$ cat src/rtl/spi_pkg.sv
// Shared types and constants for the SPI slave endpoint.
// Holds the FSM state encoding, the 2-bit command codes carried in the top
// bits of every MOSI frame, and the default frame/reply widths.
package spi_pkg;

  localparam int SPI_RX_W = 10;
  localparam int SPI_TX_W = 8;

  localparam logic [1:0] CMD_WR_ADDR = 2'b00;
  localparam logic [1:0] CMD_WR_DATA = 2'b01;
  localparam logic [1:0] CMD_RD_ADDR = 2'b10;
  localparam logic [1:0] CMD_RD_DATA = 2'b11;

  typedef enum logic [1:0] {
    IDLE    = 2'd0,
    RECV    = 2'd1,
    WAIT_TX = 2'd2,
    SEND    = 2'd3
  } spi_slv_state_e;

  // True when a received command field matches the code that asks for a reply.
  function automatic logic cmd_wants_reply(input logic [1:0] cmd, input logic [1:0] rd_code);
    return (cmd == rd_code);
  endfunction

endpackage

$ cat src/rtl/spi_sync_edge.sv
// Single-bit synchroniser with edge detection.
// A SYNC_STAGES-deep flop chain brings an asynchronous pin into the clk
// domain; a further flop holds the previous synced value so rise/fall are
// one-clk strobes.  RST_VAL is the pin's idle level, so no spurious edge is
// seen when reset releases.
module spi_sync_edge #(
  parameter int   SYNC_STAGES = 2,
  parameter logic RST_VAL     = 1'b0
) (
  input  logic clk,
  input  logic rst,
  input  logic din,
  output logic dout,
  output logic rise,
  output logic fall
);

  logic [SYNC_STAGES-1:0] sync_p;
  logic                   prev_p;

  // Metastability chain: shift the raw pin through SYNC_STAGES flops.
  always_ff @(posedge clk or posedge rst) begin
    if (rst) begin
      sync_p <= {SYNC_STAGES{RST_VAL}};
    end else begin
      sync_p <= {sync_p[SYNC_STAGES-2:0], din};
    end
  end

  // One-clk-delayed copy of the synced level for edge comparison.
  always_ff @(posedge clk or posedge rst) begin
    if (rst) begin
      prev_p <= RST_VAL;
    end else begin
      prev_p <= sync_p[SYNC_STAGES-1];
    end
  end

  assign dout = sync_p[SYNC_STAGES-1];
  assign rise = dout & ~prev_p;
  assign fall = ~dout & prev_p;

endmodule

$ cat src/rtl/spi_slave_rx_tx.sv
// SPI slave endpoint (mode 0, MSB first).
// Oversamples sclk/MOSI/ss_n in the clk domain, deserialises RX_W-bit
// command frames into rx_data and, for the read-data command, shifts one
// TX_W-bit reply byte back out on MISO.  clk must run at least 4x sclk.
// Optional build macro SPI_SLAVE_FRAME_ERR_EN adds the frame_err output,
// which pulses when a frame or reply is cut short by ss_n, or when the
// master clocks while the reply byte is still pending.
// Requires RX_W >= 3 and TX_W >= 3.
module spi_slave_rx_tx
  import spi_pkg::*;
#(
  parameter int         RX_W        = SPI_RX_W,
  parameter int         TX_W        = SPI_TX_W,
  parameter int         SYNC_STAGES = 2,
  parameter logic [1:0] RD_CMD      = CMD_RD_DATA
) (
  input  logic            clk,
  input  logic            rst,
  input  logic            sclk,
  input  logic            MOSI,
  input  logic            ss_n,
  output logic            MISO,
  output logic            valid_MISO,
  output logic            sready,
  output logic [RX_W-1:0] rx_data,
  output logic            rx_valid,
`ifdef SPI_SLAVE_FRAME_ERR_EN
  output logic            frame_err,
`endif
  input  logic [TX_W-1:0] tx_data,
  input  logic            tx_valid
);

  localparam int              BW       = $clog2(RX_W + 1);
  localparam int              TW       = $clog2(TX_W + 1);
  localparam logic [BW-1:0]   BIT_LAST = BW'(RX_W - 1);
  localparam logic [TW-1:0]   TX_LAST  = TW'(TX_W - 1);

  logic sclk_lvl, sclk_rise, sclk_fall;
  logic mosi_s, mosi_rise, mosi_fall;
  logic ss_n_s, ss_n_rise, ss_n_fall;

  spi_slv_state_e   state;
  logic [BW-1:0]    bit_cnt;
  logic [TW-1:0]    tx_cnt;
  // Bits received so far; the final bit is appended straight into rx_data.
  logic [RX_W-2:0]  shreg;
  // Reply bits still to be shifted out after the MSB already on MISO.
  logic [TX_W-2:0]  tx_rest;

  // All three pins share one synchroniser depth so they stay cycle-aligned.
  spi_sync_edge #(.SYNC_STAGES(SYNC_STAGES), .RST_VAL(1'b0)) u_sync_sclk (
    .clk  (clk),
    .rst  (rst),
    .din  (sclk),
    .dout (sclk_lvl),
    .rise (sclk_rise),
    .fall (sclk_fall)
  );

  spi_sync_edge #(.SYNC_STAGES(SYNC_STAGES), .RST_VAL(1'b0)) u_sync_mosi (
    .clk  (clk),
    .rst  (rst),
    .din  (MOSI),
    .dout (mosi_s),
    .rise (mosi_rise),
    .fall (mosi_fall)
  );

  spi_sync_edge #(.SYNC_STAGES(SYNC_STAGES), .RST_VAL(1'b1)) u_sync_ss (
    .clk  (clk),
    .rst  (rst),
    .din  (ss_n),
    .dout (ss_n_s),
    .rise (ss_n_rise),
    .fall (ss_n_fall)
  );

  // Edge strobes on MOSI/ss_n-rise and the raw sclk level are not needed.
  logic unused_edges;
  assign unused_edges = ^{sclk_lvl, mosi_rise, mosi_fall, ss_n_rise};

  // Control FSM with all outputs registered; ss_n deassert aborts any
  // transfer in progress and takes priority over same-cycle sclk edges.
  always_ff @(posedge clk or posedge rst) begin
    if (rst) begin
      state      <= IDLE;
      bit_cnt    <= '0;
      tx_cnt     <= '0;
      shreg      <= '0;
      tx_rest    <= '0;
      rx_data    <= '0;
      rx_valid   <= 1'b0;
      MISO       <= 1'b0;
      valid_MISO <= 1'b0;
      sready     <= 1'b0;
`ifdef SPI_SLAVE_FRAME_ERR_EN
      frame_err  <= 1'b0;
`endif
    end else begin
      rx_valid <= 1'b0;
`ifdef SPI_SLAVE_FRAME_ERR_EN
      frame_err <= 1'b0;
`endif
      case (state)
        IDLE: begin
          sready <= ss_n_s;
          if (ss_n_fall) begin
            state   <= RECV;
            bit_cnt <= '0;
            shreg   <= '0;
            sready  <= 1'b0;
          end
        end

        RECV: begin
          if (ss_n_s) begin
            state      <= IDLE;
            bit_cnt    <= '0;
            MISO       <= 1'b0;
            valid_MISO <= 1'b0;
            sready     <= 1'b1;
`ifdef SPI_SLAVE_FRAME_ERR_EN
            frame_err  <= 1'b1;
`endif
          end else if (sclk_rise) begin
            if (bit_cnt == BIT_LAST) begin
              rx_data  <= {shreg, mosi_s};
              rx_valid <= 1'b1;
              bit_cnt  <= '0;
              if (cmd_wants_reply(shreg[RX_W-2 -: 2], RD_CMD)) begin
                state <= WAIT_TX;
              end else begin
                state <= IDLE;
              end
            end else begin
              shreg   <= {shreg[RX_W-3:0], mosi_s};
              bit_cnt <= bit_cnt + BW'(1);
            end
          end
        end

        WAIT_TX: begin
          if (ss_n_s) begin
            state      <= IDLE;
            MISO       <= 1'b0;
            valid_MISO <= 1'b0;
            sready     <= 1'b1;
`ifdef SPI_SLAVE_FRAME_ERR_EN
            frame_err  <= 1'b1;
`endif
          end else begin
            if (tx_valid) begin
              tx_rest    <= tx_data[TX_W-2:0];
              MISO       <= tx_data[TX_W-1];
              valid_MISO <= 1'b1;
              tx_cnt     <= '0;
              state      <= SEND;
            end
`ifdef SPI_SLAVE_FRAME_ERR_EN
            if (sclk_rise) begin
              frame_err <= 1'b1;
            end
`endif
          end
        end

        SEND: begin
          if (ss_n_s) begin
            state      <= IDLE;
            tx_cnt     <= '0;
            MISO       <= 1'b0;
            valid_MISO <= 1'b0;
            sready     <= 1'b1;
`ifdef SPI_SLAVE_FRAME_ERR_EN
            frame_err  <= 1'b1;
`endif
          end else if (sclk_rise) begin
            if (tx_cnt == TX_LAST) begin
              tx_cnt     <= '0;
              MISO       <= 1'b0;
              valid_MISO <= 1'b0;
              state      <= IDLE;
            end else begin
              tx_cnt <= tx_cnt + TW'(1);
            end
          end else if (sclk_fall && (tx_cnt != '0)) begin
            // A fall before the first rise is the tail of the command frame.
            MISO    <= tx_rest[TX_W-2];
            tx_rest <= {tx_rest[TX_W-3:0], 1'b0};
          end
        end

        default: begin
          state <= IDLE;
        end
      endcase
    end
  end

endmodule

$ cat config.mk
export PLATFORM = sky130hd
export DESIGN_NAME = spi_slave_rx_tx
export DESIGN_NICKNAME = d
export VERILOG_FILES = /design/src/rtl/spi_pkg.sv /design/src/rtl/spi_sync_edge.sv /design/src/rtl/spi_slave_rx_tx.sv
export SDC_FILE = /design/constraint.sdc
export NUM_CORES = 1
export LEC_CHECK = 0
export CORE_UTILIZATION = 45
export CTS_BUF_LIST = sky130_fd_sc_hd__clkbuf_8 sky130_fd_sc_hd__clkbuf_16
export CTS_CLUSTER_DIAMETER = 80
export CTS_CLUSTER_SIZE = 28
export DETAILED_ROUTE_END_ITERATION = 10
export PLACE_DENSITY = 0.65
export SLEW_MARGIN = 20
export SYNTH_ARGS = -nofsm -noshare
export SYNTH_HDL_FRONTEND = slang
export SYNTH_SLANG_ARGS = --single-unit
export TNS_END_PERCENT = 5
$ cat constraint.sdc
create_clock -name clk -period 1.9 [get_ports clk]
set_input_delay 0.285 -clock clk [delete_from_list [all_inputs] [get_ports clk]]
set_output_delay 0.285 -clock clk [all_outputs]
set_load 0.05 [all_outputs]
==> results of run 1 <==
==> kinds of logic (layout without fill, tap and decap cells) <==
logic type,count (synthesis),in the layout
compound gates,55,55
flops,48,48
simple gates,47,47
buf+inv,21,54
mux,19,19
fa+ha+maj,4,4
==> through the flow <==
stage | hold WS, ps | utilization, % | instances | area [um2]
after CTS | 347 | 57.2 | 294 | 2740
final | 339 | 57.2 | 294 | 2740
after detailed placement | 341 | 55.5 | 286 | 2660
after global placement | 336 | 55.5 | 286 | 2660
after floorplan | 289 | - | 194 | 2280
after global routing | 359 | 57.2 | 294 | 2740
==> how the worst max path moves through the flow <==
stage	to	slack, ps	depth (start not counted)
2_1_floorplan	rx_data[0]	280	6
3_3_place_gp	rx_data[6]	210	6
3_5_place_dp	rx_data[6]	160	6
4_1_cts	rx_data[5]	130	1
5_1_grt	tx_rest[3]	20	7
6_report	tx_rest[3]	150	7
==> routing by layer <==
metal,up-vias,part of all wire (%),track usage (%)
li1,774,-,-
met1,776,50,26.7
met2,43,45,26.3
met3,4,3.1,3.31
met4,0,1.4,7.84
met5,-,0,0
==> tightest hold or removal path, cell delays in order <==
cell             delay (ps)
clkdlybuf4s50_1         410
inv_2                    70
buf_12                  250
==> state kept, by name (all words and copies together) (netlist names) <==
register / flops
rx_data: 10
shreg: 9
tx_rest: 7
bit_cnt: 4
tx_cnt: 4
state: 2
u_sync_mosi.sync_p: 2
u_sync_sclk.sync_p: 2
u_sync_ss.sync_p: 2
MISO: 1
rx_valid: 1
sready: 1
u_sync_sclk.prev_p: 1
u_sync_ss.prev_p: 1
valid_MISO: 1
==> Yosys cell counts, types with 2 or more instances <==
library cell  count  area share (%)
nor2b_1           5             1.4
nor2_1            8             1.3
o221ai_1          2            0.77
nand3b_1          4             1.3
dfrtp_1          45              49
nand2_1           6            0.99
mux2i_1           9             4.0
buf_4             4             1.3
buf_2             6             1.3
mux2_4            9             5.9
nor4b_1           2            0.77
nand2b_1          5             1.4
inv_1             9             1.5
a22o_1            9             3.5
a31oi_1           6             1.6
o21ai_0           7             1.5
o211ai_1          2            0.66
a21oi_1          10             2.2
dfstp_2           3             3.5
nand3_1           6             1.3
ha_1              4             2.2
a221oi_1          3             1.2
==> where the power goes <==
| group | leakage (nW) | switching, W | total [W] | internal [W] |
|---|---|---|---|---|
| sequential | 0.623 | 0.0000771 | 0.00119 | 0.00111 |
| clock | 0.0505 | 0.000325 | 0.000573 | 0.000248 |
| combinational | 0.597 | 0.000176 | 0.000318 | 0.000142 |
==> final cells by class <==
class	instances	area, um2
inverters	9	33.8
repair buffers	37	370
fillers	404	2050
flip-flops and latches	48	1200
clock buffers	5	68.8
well taps	67	83.8
clock inverters	3	12.5
multi-input cells	125	963
==> cell usage in the layout, fill, tap and decap left out, types with 2 or more instances in the layout <==
master and count:
mux2i_1 9, buf_4 8, nor2b_1 5, clkbuf_8 5, a21oi_1 10, o221ai_1 2, a31oi_1 6, o21ai_0 7
a22o_1 9, nor2_1 8, dfstp_2 3, clkdlybuf4s50_1 27, mux2_4 9, nand2_1 6, dfrtp_1 45, inv_1 10
buf_12 2, ha_1 4, nand3b_1 4, nor4b_1 2, nand3_1 6, a221oi_1 3, o211ai_1 2, nand2b_1 5
==> impl_metrics.json, run 1 <==
{
  "irDropWorstVdd_mv": 0.415,
  "track_usage_pct": 18.2,
  "grt_max_degree": 49,
  "routabilityCongestion": 0.894,
  "drc": 0,
  "route.antenna.remaining_nets": 0,
  "cts_hold_buf": 0,
  "syn_avg_cell_area_um2": 11.7,
  "cpMaxStageDelayCell": "nor3b_1",
  "synthFlopType": "dfrtp_1",
  "io-pin-count": 28,
  "finalCritPeriodShare_pct": 92.3,
  "synth_top_family_by_area": "compound AO/OA/AOI/OAI gates",
  "io_buffers": 27,
  "start_util_pct": 47.6,
  "clock_latency_ps": 290,
  "clkTransAtPathRegs_ps": 90,
  "cellPowerDensity_mw_per_mm2": 759,
  "path_delay_family": "simple AND/OR/NAND/NOR gates",
  "cts_resized": 0,
  "rrSetupSlack_ps": 150,
  "grt_pass1_wl_um": 7350,
  "setup_tns_ps": 0,
  "fp.coreArea_mm2": 0.00479,
  "critPathKind": "flop to flop",
  "async_flop_share_pct": 100,
  "std_cell_rows": 25,
  "syn_nets": 212,
  "critPathLaunch": "tx_cnt[0]",
  "synth_fa_ha_area_share_pct": 2.20,
  "wire_per_inst_um": 14.6,
  "diodes": 0,
  "drive_above_1_share_pct": 16.3,
  "die-area_mm2": 0.00535,
  "arrival_ps": 1930,
  "cpPeakStageDelay_ps": 450,
  "synth_cell_types": 52,
  "dpl.hpwl_um": 3100,
  "setup_viol": 0,
  "r2r_start": "tx_cnt[0]",
  "grt_overflow": 0,
  "root_buffer": "clkbuf_8",
  "first_iter_violations": 90,
  "r2r-end": "tx_rest[3]",
  "worst_slack_ps": 146,
  "htree_levels": 2,
  "fin_crit_ps": 1750,
  "worst_r2r_path_depth": 7,
  "yosys.area_share.simple_pct": 12.5,
  "synth_seq_area_share_pct": 52.9,
  "required_ps": 2080,
  "status": "finished, final reports clean",
  "antenna_found_initial": 0,
  "pre_cts_slack_ps": 159,
  "max_freq_mhz": 570,
  "netlist_area_mm2": 0.00228,
  "chipWidth_um": 73.1,
  "die_h_um": 73.1,
  "synth-seq-cells": 48,
  "cts_made_buffers": 5,
  "drt-total-wl_um": 4290,
  "rsz0062_at_grt": "false",
  "finClkSkew_ps": 7.19,
  "leakage_nw": 1.27,
  "grt_pass1_vias": 1516,
  "max_slew_margin_pct": 65.4,
  "final_hold_viol_count": 0,
  "synth_compound_area_share_pct": 17.3,
  "area_growth_pct": 20.2,
  "startpoint_type": "flop",
  "synth_mux_area_share_pct": 10.4,
  "crit_chain": "inv_1 > ha_1 > nor3b_1 > o31ai_2 > buf_4 > a21oi_1 > a31oi_1",
  "synth_cells": 194,
  "p_total_w": 0.00208,
  "cts_setup_buffers": 0,
  "tightest_slew_ps": 519,
  "path_buf_inv": 2,
  "vias_per_cell": 5.43,
  "synth_xor_area_share_pct": 0,
  "drv_cap": 0,
  "slew_violations": 0,
  "synth_edf_count": 0,
  "crit_fanout": 13,
  "cts_tree": "yes",
  "ys.warnings.count": 0,
  "cts.sinks": 48,
  "first_pass_iters": 4,
  "clockBufferDepth": 2,
  "nNetsFinal": 244,
  "min_path_type": "input pin to async pin",
  "end_kind": "flop",
  "num_vias": 1597
}
Power figures use the tool's default switching activity.
==> run 2, diff against run 1 <==
Clock period 1.9 ns to 1.8 ns, I/O delays scaled along.
==> run 2 against run 1 <==
  * Die area unchanged
  * Sequential cell count unchanged
  * Utilization increased by 1.8 points
  * Sequential share of layout area decreased by 1.3 points
  * Global-route usage increased by 0.84 points
  * Critical path depth decreased by 6
  * Clock skew about the same
  * Critical endpoint is now rx_data[6]
  * Register-to-register slack got worse by 80 ps
  * Cell count increased by 1.7%
  * Hold slack got worse by 83 ps
  * Combinational power increased by 24%
  * Wire length increased by 5.5%
==> impl_metrics.json, run 2 (synthesis results as in run 1) <==
{
  "routabilityCongestion": 0.801,
  "route.antenna.remaining_nets": 0,
  "grt_pass1_vias": 1671,
  "required_ps": 1530,
  "setup_viol": 0,
  "p_total_w": 0.00242,
  "root_buffer": "clkbuf_8",
  "cts_hold_buf": 0,
  "nNetsFinal": 249,
  "cts_made_buffers": 5,
  "slew_violations": 0,
  "vias_per_cell": 5.57,
  "io_buffers": 27,
  "cpMaxStageDelayCell": "clkdlybuf4s50_1",
  "track_usage_pct": 19.1,
  "chipWidth_um": 73.1,
  "cts_setup_buffers": 0,
  "drt-total-wl_um": 4530,
  "finClkSkew_ps": 6.72,
  "final_hold_viol_count": 0,
  "die_h_um": 73.1,
  "diodes": 0,
  "reg_top3": "rx_data: 10 flops, shreg: 9 flops, tx_rest: 7 flops",
  "grt_overflow": 0,
  "max_slew_margin_pct": 63.5,
  "num_vias": 1665,
  "arrival_ps": 1470,
  "first_pass_iters": 4,
  "crit_fanout": 2,
  "end_kind": "primary output",
  "clockBufferDepth": 2,
  "htree_levels": 2,
  "final_common_cell": "dfrtp_1",
  "cts.sinks": 48,
  "startpoint_type": "flop",
  "start_util_pct": 47.6,
  "drc": 0,
  "tightest_slew_ps": 548,
  "path_delay_family": "buffers and inverters",
  "max_freq_mhz": 576,
  "fp.coreArea_mm2": 0.00479,
  "antenna_found_initial": 0,
  "top_register": "rx_data",
  "mostFrequentLayoutCells": "dfrtp_1 (44), clkdlybuf4s50_1 (20), buf_4 (20)",
  "std_cell_rows": 25,
  "cellPowerDensity_mw_per_mm2": 858,
  "clkTransAtPathRegs_ps": 90,
  "fillerInstances": 382,
  "cpPeakStageDelay_ps": 810,
  "min_path_type": "input pin to async pin",
  "largest_register_ffs": 10,
  "post-route-cell-area_mm2": 0.00282,
  "status": "finished, final reports clean",
  "irDropWorstVdd_mv": 0.553,
  "leakage_nw": 1.33,
  "grt_pass1_wl_um": 7710,
  "area_growth_pct": 24.0,
  "drv_cap": 0,
  "setup_tns_ps": 0,
  "placed_area_mm2": 0.00267,
  "rsz0062_at_grt": "true",
  "wire_per_inst_um": 15.2,
  "cts_tree": "yes",
  "worst_slack_ps": 64.2,
  "io-pin-count": 28,
  "finalCritPeriodShare_pct": 96.4,
  "die-area_mm2": 0.00535,
  "grt_max_degree": 23,
  "critPathKind": "flop to primary output",
  "clock_latency_ps": 300,
  "pre_cts_slack_ps": -82.2,
  "dpl.hpwl_um": 3100,
  "first_iter_violations": 131,
  "fin_crit_ps": 1740,
  "path_buf_inv": 1,
  "crit_chain": "clkdlybuf4s50_1",
  "drive_above_1_share_pct": 23.7
}
run 2: area by class of cell:
cell class | count | area [um2] | share of cell area, %
Clock inverter | 3 | 47.5 | 1.68
Tap cell | 67 | 83.8 | 2.97
Multi-Input combinational cell | 125 | 1000 | 35.4
Sequential cell | 48 | 1210 | 42.7
Timing Repair Buffer | 42 | 383 | 13.6
Clock buffer | 5 | 68.8 | 2.44
Inverter | 9 | 33.8 | 1.20
run 2: layer usage:
layer  vias to the layer above  routed length, um  GRT usage [%]  share of wire, %
met5                         -                  0              0                 0
met4                         0                 41           5.88              0.91
met3                         5                224           4.83               4.9
met2                        54               2120           28.6                47
met1                       821               2140           27.1                47
li1                        785                  -              -                 -
run 2: timing repair:
action	CTS	global route
resized for setup	2	6
setup endpoints to repair	13	7
gates cloned	0	0
run 2: worst paths after layout:
path	to	cells after the start	slack (ps)	startpoint
min in group clk	u_sync_mosi.sync_p[1]	0	350	u_sync_mosi.sync_p[0]
setup reg to reg	bit_cnt[1]	7	70	bit_cnt[0]
max in group asynchronous	state[1]	3	1040	rst
setup / recovery	rx_data[6]	1	60	rx_data[6]
hold / removal	u_sync_sclk.sync_p[0]	2	260	rst
hold reg to reg	u_sync_mosi.sync_p[1]	0	350	u_sync_mosi.sync_p[0]
run 2: report_power, final:
part / internal [W] / switching, W / leakage [nW]
clock network: 0.000418 / 0.000361 / 0.0583
logic: 0.000181 / 0.000214 / 0.652
registers: 0.00117 / 0.0000767 / 0.621
run 2: stage by stage:
stage | std cells | hold slack [ps] | util (%)
detailed placement | 291 | 335 | 55.7
global placement | 291 | 334 | 55.7
finish | 299 | 255 | 59.0
CTS | 299 | 256 | 58.5
global route | 299 | 257 | 59.0
floorplan | 194 | 274 | -
==> run 3, diff against run 2 <==
Settings changed: HOLD_SLACK_MARGIN from default to 0.06, MAX_ROUTING_LAYER from default to met4.
==> run 3 against run 2 <==
  * Cell count is the same
  * Die area is the same
  * Critical path depth is the same
  * Wire length shrank 0.73%
  * Utilization is the same
  * Sequential cell count is the same
  * First-iteration DRC count shrank 0.76%
  * Critical path type unchanged
  * Largest cell class unchanged
==> impl_metrics.json, run 3 (synthesis results as in run 1) <==
{
  "crit_fanout": 2,
  "leakage_nw": 1.33,
  "std_cell_rows": 25,
  "slew_violations": 0,
  "tightest_slew_ps": 548,
  "max_freq_mhz": 575,
  "io_buffers": 27,
  "largest_register_ffs": 10,
  "status": "finished, final reports clean",
  "die-area_mm2": 0.00535,
  "diodes": 0,
  "start_util_pct": 47.6,
  "worst_r2r_path_depth": 7,
  "startpoint_type": "flop",
  "clock_latency_ps": 300,
  "routabilityCongestion": 0.813,
  "htree_levels": 2,
  "die_h_um": 73.1,
  "clockBufferDepth": 2,
  "drt-total-wl_um": 4500,
  "seqCellArea_mm2": 0.00121,
  "nNetsFinal": 249,
  "final_hold_viol_count": 0,
  "multi_input_area_um2": 1000,
  "finalCritPeriodShare_pct": 96.7,
  "fin_crit_ps": 1740,
  "root_buffer": "clkbuf_8",
  "clkTransAtPathRegs_ps": 90,
  "chipWidth_um": 73.1,
  "first_iter_violations": 130,
  "mostFrequentLayoutCells": "dfrtp_1 (44), clkdlybuf4s50_1 (20), buf_4 (20)",
  "r2r_start": "bit_cnt[0]",
  "hold_slack_ps": 255,
  "required_ps": 1530,
  "first_pass_iters": 4,
  "route.antenna.remaining_nets": 0,
  "end_kind": "primary output",
  "worst_slack_ps": 60.3,
  "placed_area_mm2": 0.00267,
  "grt_pass1_vias": 1672,
  "post-route-cell-area_mm2": 0.00282,
  "cellPowerDensity_mw_per_mm2": 858,
  "drive_above_1_share_pct": 23.7,
  "final_common_cell": "dfrtp_1",
  "min_path_type": "input pin to async pin",
  "pre_cts_slack_ps": -82.2,
  "dpl.hpwl_um": 3100,
  "antenna_found_initial": 0,
  "p_total_w": 0.00242,
  "fillerInstances": 382,
  "cpMaxStageDelayCell": "clkdlybuf4s50_1",
  "rsz0062_at_grt": "true",
  "grt_pass1_wl_um": 7710,
  "io-pin-count": 28,
  "area_growth_pct": 24.0,
  "cts_made_buffers": 5,
  "irDropWorstVdd_mv": 0.553,
  "max_slew_margin_pct": 63.5,
  "cpPeakStageDelay_ps": 810,
  "setup_viol": 0,
  "wire_per_inst_um": 15.0,
  "reg_top3": "rx_data: 10 flops, shreg: 9 flops, tx_rest: 7 flops",
  "cp_num_cells": 1,
  "critPathLaunch": "rx_data[6]",
  "cts_tree": "yes",
  "drv_cap": 0,
  "vias_per_cell": 5.55,
  "critPathKind": "flop to primary output",
  "grt_overflow": 0,
  "drc": 0,
  "track_usage_pct": 19.6,
  "arrival_ps": 1470,
  "num_vias": 1659,
  "cts.sinks": 48,
  "fp.coreArea_mm2": 0.00479,
  "path_buf_inv": 1,
  "grt_max_degree": 23,
  "top_register": "rx_data",
  "crit_chain": "clkdlybuf4s50_1",
  "path_delay_family": "buffers and inverters",
  "finClkSkew_ps": 8.36
}
[run 3: cell counts in the layout (fill, tap and decap cells not counted)]
No cell type changed its count.
[run 3: what timing repair did]
item                                    CTS  global route
gates resized for setup                   2             6
setup buffers                             0             0
hold buffers                              0             0
endpoints found under the setup margin   13             7
endpoints found under the hold margin     0             0
[run 3: layer usage]
layer | vias to the layer above | GRT usage [%] | wire length, um
met5 | - | - | 0
met4 | 0 | 5.88 | 52
met3 | 8 | 4.83 | 176
met2 | 39 | 28.7 | 2100
met1 | 826 | 27.0 | 2170
li1 | 786 | - | -
[run 3: area by class of cell]
class                      instances  area share (%)
timing repair buffer              42            13.6
clock inverter                     3            1.68
sequential                        48            42.7
tap                               67            2.97
clock buffer                       5            2.44
inverter                           9            1.20
multi-input combinational        125            35.4
[run 3: power breakdown]
group          switching (W)  leakage (nW)  internal, W
Combinational       0.000213         0.652     0.000181
Sequential         0.0000762         0.621      0.00117
Clock               0.000363        0.0583     0.000418
[run 3: final timing paths]
kind | slack, ps | endpoint
max in group asynchronous | 1040 | state[1]
min in group clk | 350 | u_sync_mosi.sync_p[1]
setup reg to reg | 70 | bit_cnt[1]
hold / removal | 250 | valid_MISO
hold reg to reg | 350 | u_sync_mosi.sync_p[1]
setup / recovery | 60 | rx_data[6]
[run 3: per-stage QoR]
stage	std cells	utilization, %	TNS [ps]
after floorplan	194	-	0
after global placement	291	55.7	-13.7
after detailed placement	291	55.7	-270
after CTS	299	58.5	0
after global routing	299	59.0	0
final	299	59.0	0
